--- src/rtl/ham_15_11_pkg.sv ---
// Shared definitions for the Hamming (15,11) encoder/serializer and its decoder.
// Index i of a codeword is Hamming position i+1. Parity bits occupy the
// power-of-two positions (indices 0,1,3,7) and data fills the rest in order.
package ham_15_11_pkg;

  localparam int CW_W     = 15;
  localparam int DATA_W   = 11;
  localparam int LAST_BIT = 14;

  // Codeword index of data bit d[i]
  localparam int DATA_POS [DATA_W] = '{2, 4, 5, 6, 8, 9, 10, 11, 12, 13, 14};
  // Codeword index of parity bit p[j]; p[j] covers positions with bit j set
  localparam int PAR_POS [4] = '{0, 1, 3, 7};

  typedef enum logic {IDLE, SHIFT} state_t;

endpackage

--- src/rtl/ham_15_11_encoder.sv ---
// Combinational Hamming (15,11) encoder, the inverse of the decoder's data map.
// Ports:
//   data : 11-bit data word
//   cw   : 15-bit codeword, cw[i] is Hamming position i+1
module ham_15_11_encoder
  import ham_15_11_pkg::*;
(
  input  logic [DATA_W-1:0] data,
  output logic [CW_W-1:0]   cw
);

  always_comb begin
    cw = '0;
    for (int i = 0; i < DATA_W; i++) cw[DATA_POS[i]] = data[i];
    // Parity positions are powers of two, so each parity bit belongs only to
    // its own group; the others are still zero / excluded when it is formed.
    for (int j = 0; j < 4; j++) begin
      for (int i = 0; i < CW_W; i++) begin
        if ((i != PAR_POS[j]) && ((((i + 1) >> j) & 1) != 0))
          cw[PAR_POS[j]] = cw[PAR_POS[j]] ^ cw[i];
      end
    end
  end

endmodule

--- src/rtl/ham_15_11_encoder_ser.sv ---
// Hamming (15,11) encoder with optional single-bit error injection and a
// valid/ready bit-serial output carrying start/end-of-frame markers.
// Ports:
//   clk, rst_n          : clock, asynchronous active-low reset
//   d_in/d_valid/d_ready: 11-bit word input handshake
//   err_inj_en/pos      : flip cw[pos] of the accepted word (pos 15 = none)
//   cw_out              : codeword being transmitted, error applied
//   ser_out/valid/ready : serial bit handshake
//   ser_sof/ser_eof     : first / last beat of a frame
module ham_15_11_encoder_ser
  import ham_15_11_pkg::*;
#(
  parameter bit LSB_FIRST = 1'b1
) (
  input  logic              clk,
  input  logic              rst_n,
  input  logic [DATA_W-1:0] d_in,
  input  logic              d_valid,
  output logic              d_ready,
  input  logic              err_inj_en,
  input  logic [3:0]        err_inj_pos,
  output logic [CW_W-1:0]   cw_out,
  output logic              ser_out,
  output logic              ser_valid,
  input  logic              ser_ready,
  output logic              ser_sof,
  output logic              ser_eof
);

  localparam logic [3:0] LAST = 4'(LAST_BIT);

  state_t          state_q, state_d;
  logic [3:0]      cnt_q, cnt_d;
  logic [CW_W-1:0] cw_q, cw_d;
  logic [CW_W-1:0] cw_enc, cw_inj;
  logic [3:0]      ser_idx;
  logic            last_beat, accept;

  ham_15_11_encoder u_enc (
    .data (d_in),
    .cw   (cw_enc)
  );

  always_comb begin
    cw_inj = cw_enc;
    if (err_inj_en && (err_inj_pos != 4'd15))
      cw_inj[err_inj_pos] = ~cw_enc[err_inj_pos];
  end

  // Last beat being taken frees the block in the same cycle: zero-bubble frames
  assign last_beat = (state_q == SHIFT) && (cnt_q == LAST) && ser_ready;
  assign d_ready   = (state_q == IDLE) || last_beat;
  assign accept    = d_valid && d_ready;

  always_comb begin
    state_d = state_q;
    cnt_d   = cnt_q;
    cw_d    = cw_q;
    if (accept) begin
      cw_d    = cw_inj;
      cnt_d   = '0;
      state_d = SHIFT;
    end else if (last_beat) begin
      cnt_d   = '0;
      state_d = IDLE;
    end else if ((state_q == SHIFT) && ser_ready) begin
      cnt_d   = cnt_q + 4'd1;
    end
  end

  always_ff @(posedge clk or negedge rst_n) begin
    if (!rst_n) begin
      state_q <= IDLE;
      cnt_q   <= '0;
      cw_q    <= '0;
    end else begin
      state_q <= state_d;
      cnt_q   <= cnt_d;
      cw_q    <= cw_d;
    end
  end

  // Outputs come straight from flops, so they hold while ser_ready is low
  assign ser_idx   = LSB_FIRST ? cnt_q : (LAST - cnt_q);
  assign cw_out    = cw_q;
  assign ser_valid = (state_q == SHIFT);
  assign ser_out   = ser_valid & cw_q[ser_idx];
  assign ser_sof   = ser_valid && (cnt_q == 4'd0);
  assign ser_eof   = ser_valid && (cnt_q == LAST);

endmodule

--- config.mk ---
export PLATFORM = sky130hd
export DESIGN_NAME = ham_15_11_encoder_ser
export DESIGN_NICKNAME = d
export VERILOG_FILES = /design/src/rtl/ham_15_11_pkg.sv /design/src/rtl/ham_15_11_encoder.sv /design/src/rtl/ham_15_11_encoder_ser.sv
export SDC_FILE = /design/constraint.sdc
export NUM_CORES = 1
export LEC_CHECK = 0
export CORE_ASPECT_RATIO = 0.5
export CORE_MARGIN = 1
export CORE_UTILIZATION = 53
export CTS_BUF_LIST = sky130_fd_sc_hd__clkbuf_4 sky130_fd_sc_hd__clkbuf_8
export CTS_CLUSTER_DIAMETER = 80
export DETAILED_ROUTE_END_ITERATION = 8
export MAX_ROUTING_LAYER = met4
export PLACE_DENSITY = 0.95
export SLEW_MARGIN = 5
export SYNTH_ARGS = -nofsm -noshare
export SYNTH_HDL_FRONTEND = slang
export SYNTH_SLANG_ARGS = --single-unit
--- constraint.sdc ---
create_clock -name clk -period 3.5 [get_ports clk]
set_clock_uncertainty 0.2 [all_clocks]
set_input_delay 0.525 -clock clk [delete_from_list [all_inputs] [get_ports clk]]
set_output_delay 0.525 -clock clk [all_outputs]
set_load 0.02 [all_outputs]
==> results <==
- The clock transition at the register clock pins on the worst setup and hold paths after CTS is around 0.080 ns.
- The share of total power dissipated in combinational logic is 0.546.
- The pre-antenna-repair detailed-routing pass consisted of 4 iterations.
- Along the worst path, the maximum fanout reaches 9.
- The number of flops mapped to enable cells by yosys is 0.
- The global placer's final weighted congestion is 0.917.
- The worst slew margin relative to its limit is 0.423.
- The global-route wire length before repair is about 5.7 mm.
- The endpoint of the most critical setup path is ser_out.
- Measured in cells, the most critical reg-to-reg path has a length of 7.
- The sink count of the clock tree is 20.
- The worst-case IR drop observed on VDD is 0.383 mV.
- Before CTS, the worst setup slack after placement is around 0.47 ns.
- Of the post-synthesis cell area, the dominant cell type holds 0.350.
- Of the total synthesized cell area, the portion taken by XOR and XNOR cells is 0.242.
- Of the total synthesized cell area, the portion taken by AND, OR, NAND and NOR gates is 0.165.
- The finished layout cell area is 1900 um2.
- The worst min-delay path class is flip-flop to flip-flop.
- Yosys printed 0 warnings.
- The maximum number of pins on one net before global-route repair is 31.
- The synthesized netlist cell count is 141.
- After clock tree synthesis, the setup repair step added 0 buffers.
- The number of global-route vias before repair is 1178.
- After floorplanning, the core was divided into 12 placement rows.
- The average routed wire per standard cell is 16.9 um.
- For this run, global-route usage on met2 was measured as 0.527.
- The worst hold path begins at cw_out[7]$_DFFE_PN0P_.
- The internal portion of the total power is ~850 uW.
- The width of the chip is 75.5 um.
- The kind of capture point of the worst setup path is an output port.
- For this run, global-route usage on met1 was measured as 0.329.
- The area added between synthesis and finish is 32.8%.
- In this run, the number of DRC markers left after iteration 0 of detailed routing was 72.
- The worst setup path is of the flip-flop to output port kind.
- The design draws 1.40 mW.
- The adder-cell share of the synthesized area is 0.0262.
- The repair_antennas step left the layout with diodes totalling 0.
- Walking the worst path, the cells encountered are mux4_1, mux4_2, and2_1, clkdlybuf4s50_1.
- The global routing stage identified its most utilized layer as met2.
- The final max-slew violation count is 0.
- The switching part of the total is 0.397.
- The CTS tree is done.
- The kind of start point of the critical path is a flip-flop.
- The main combinational cell family by area after synthesis is XOR/XNOR gates.
- On the critical path, the stage with the largest delay is an instance of sky130_fd_sc_hd__mux4_1.
- For the finished layout, the period the worst path requires is 3.31 ns.
- Measured against the total synthesized area, the mux share comes to 0.0927.
- The post-cts sizing count is 0.
- The residual antenna-violating net count after detailed routing is 0.
- The final total negative setup slack is 0 ns.
- The post-synthesis instance area is ~1400 um2.
- The count of buffers added on input and output ports is 39.
- In the routed design, unresolved DRC markers number 0.
- The total of hold buffers inserted after clock tree synthesis is 0.
- The total global-route track usage is 0.294.
- The run finished with clean final reports.
- For this design the ratio of total power to cell area is roughly 740 nW/um2.
- Of all flip-flops after synthesis, the portion carrying an async set or reset was 1.00.
- The compound-cell area share of the yosys netlist was 0.0936.
- The global-route track usage on met3 is 0.0625.
- The final worst slack is slightly below 0.2 ns.
- In this run the vertical extent of the chip is approximately 39 um.
- The clock group share of total power is 0.128.
- The clock insertion delay at the later pin of the skew report is about 0.26 ns.
- The initial antenna violation count is 0.
- The detailed-placement wirelength estimate is roughly 2.8 mm.
- The number of placed I/O pins is 40.
- Synthesis instantiated 29 different standard cells from the library.
- The number of buffers added by the clock tree synthesis step is 3.
- The die covers 2920 um2.
- Setup repair after global routing left no endpoint under its margin.
- Setup violations remaining at the end of the flow were counted as 0.
- For this run, the share of the core covered by cells in the final layout is 0.801.
- In this run, synthesis produced a sequential element count of 20.
- The worst reg2reg path endpoint is cw_out[0]$_DFFE_PN0P_.
- The net switching power figure is 556 uW.
- In this run the critical register-to-register path is launched from cnt_q[0]$_DFFE_PN0P_.
- The required time of the worst setup path is 2.77 ns.
- The top achievable clock speed is slightly above 300 MHz.
- The post-synthesis area per instance is 10.1 um2.
- The floorplan step defined a core boundary enclosing roughly 2400 um2.
- The total congestion overflow is 0.
- The period utilization is 0.944.
- The hold violation total from the final report is 0.
- STA puts the critical path data arrival time at 2.58 ns.
- The final wirelength is 3.61 mm.
- The startpoint of the most critical setup path is cnt_q[0]$_DFFE_PN0P_.
- After detailed routing, the number of vias per cell comes to 5.68.
- For this configuration, the core starts out at a cell density of 0.603.
- The dominant register cell in the synthesized netlist is sky130_fd_sc_hd__dfrtp_1.
- The clock passes through at most 2 buffers.
- CTS built an H-tree with a depth of 1.
- The actual transition at the worst max-transition pin is 0.863 ns.
- For this run, the post-layout net count is between 200 and 250.
- The delay of the slowest critical-path stage is 0.61 ns.
- The area of placed instances is between 1500 and 2000 um2.
- The fraction of final layout cells sized beyond drive strength 1 is 0.0559.
- The library cell occupying the most area in the post-synthesis netlist is sky130_fd_sc_hd__dfrtp_1.
- The count of vias placed by the detailed router is around 1200.
- The total nets after synthesis is around 160.
- Across the run, the number of max-cap violations was 0.
- The root buffer selected by CTS is sky130_fd_sc_hd__clkbuf_8.
- Sorting the synthesized cells by area gives the leading types as sky130_fd_sc_hd__dfrtp_1, sky130_fd_sc_hd__xnor3_1, sky130_fd_sc_hd__xnor2_1, sky130_fd_sc_hd__nor2_1, sky130_fd_sc_hd__a21oi_1.
- The analysis attributes to cell leakage a power of 0.799 nW.
- The sequential fraction of the synthesis area is 0.350.
- The setup slack of the worst register-to-register path is 1.56 ns.
- The share of total power dissipated in sequential elements is 0.326.
[area by class of cell]
cell class,count,area [um2]
flip-flops and latches,20,500
clock buffers,4,55.1
fillers,173,473
inverters,3,11.3
multi-input cells,112,891
well taps,35,43.8
repair buffers,40,398
[metal layers]
metal / wire length, um / part of all wire
met1: 1500 / 0.42
met2: 1880 / 0.52
met3: 150 / 0.042
met4: 80 / 0.022
met5: 0 / 0
[logic make-up after synthesis]
family,count (synthesis)
xor+xnor,27
flops,20
mux,7
simple gates,51
compound gates,24
fa+ha+maj,3
buf+inv,9
[power by group through the flow]
stage	clock [mW]	combinational (mW)	sequential [mW]
2_1_floorplan	0	0.346	0.525
3_3_place_gp	0	0.719	0.447
3_5_place_dp	0	0.762	0.458
4_1_cts	0.177	0.770	0.456
5_1_grt	0.190	0.811	0.471
6_report	0.179	0.766	0.457
[critical path: cells and delay by family (launching register included)]
family,cells,cell delay [ns]
multiplexers,2,1.08
buffers and inverters,1,0.53
AND/OR/NAND/NOR,1,0.17
flip-flops,1,0.53
[worst min path at each step]
stage,slack [ns],end,cells past startpoint
3_3_place_gp,0.33,cw_out[1]$_DFFE_PN0P_,2
5_1_grt,0.38,cw_out[3]$_DFFE_PN0P_,2
2_1_floorplan,0.03,cnt_q[0]$_DFFE_PN0P_,0
3_5_place_dp,0.34,cw_out[7]$_DFFE_PN0P_,2
4_1_cts,0.35,cw_out[7]$_DFFE_PN0P_,2
6_report,0.35,cw_out[7]$_DFFE_PN0P_,2
[cells in the final DEF, fill, tap and decap left out, types with 4 or more instances in the layout]
| cell | instances |
|---|---|
| sky130_fd_sc_hd__a21oi_1 | 16 |
| sky130_fd_sc_hd__clkbuf_8 | 4 |
| sky130_fd_sc_hd__clkdlybuf4s50_1 | 39 |
| sky130_fd_sc_hd__dfrtp_1 | 20 |
| sky130_fd_sc_hd__nand2_1 | 5 |
| sky130_fd_sc_hd__nor2_1 | 29 |
| sky130_fd_sc_hd__nor3_1 | 5 |
| sky130_fd_sc_hd__xnor2_1 | 19 |
| sky130_fd_sc_hd__xnor3_1 | 8 |
[cell usage after synthesis, drive strengths merged, types with 2 or more instances]
library cell,count
mux2i,2
xnor3,8
a21oi,16
nor3,5
clkbuf,4
dfrtp,20
nand2,5
a22o,2
nand2b,3
mux4,4
nor2,29
nand3b,3
ha,3
inv,3
xnor2,19
buf,2
o21ai,3
[flip-flops by register name, summed over array words and instances (netlist names)]
name and cells:
cw_out 15, cnt_q 4, ser_valid 1
[metrics by stage]
step	std cells	hold slack [ns]
after floorplan	141	0.0294
after global placement	210	0.326
after detailed placement	210	0.339
after CTS	214	0.354
after global routing	214	0.382
final	214	0.353
No activity file was read; power rests on OpenSTA's default activity.
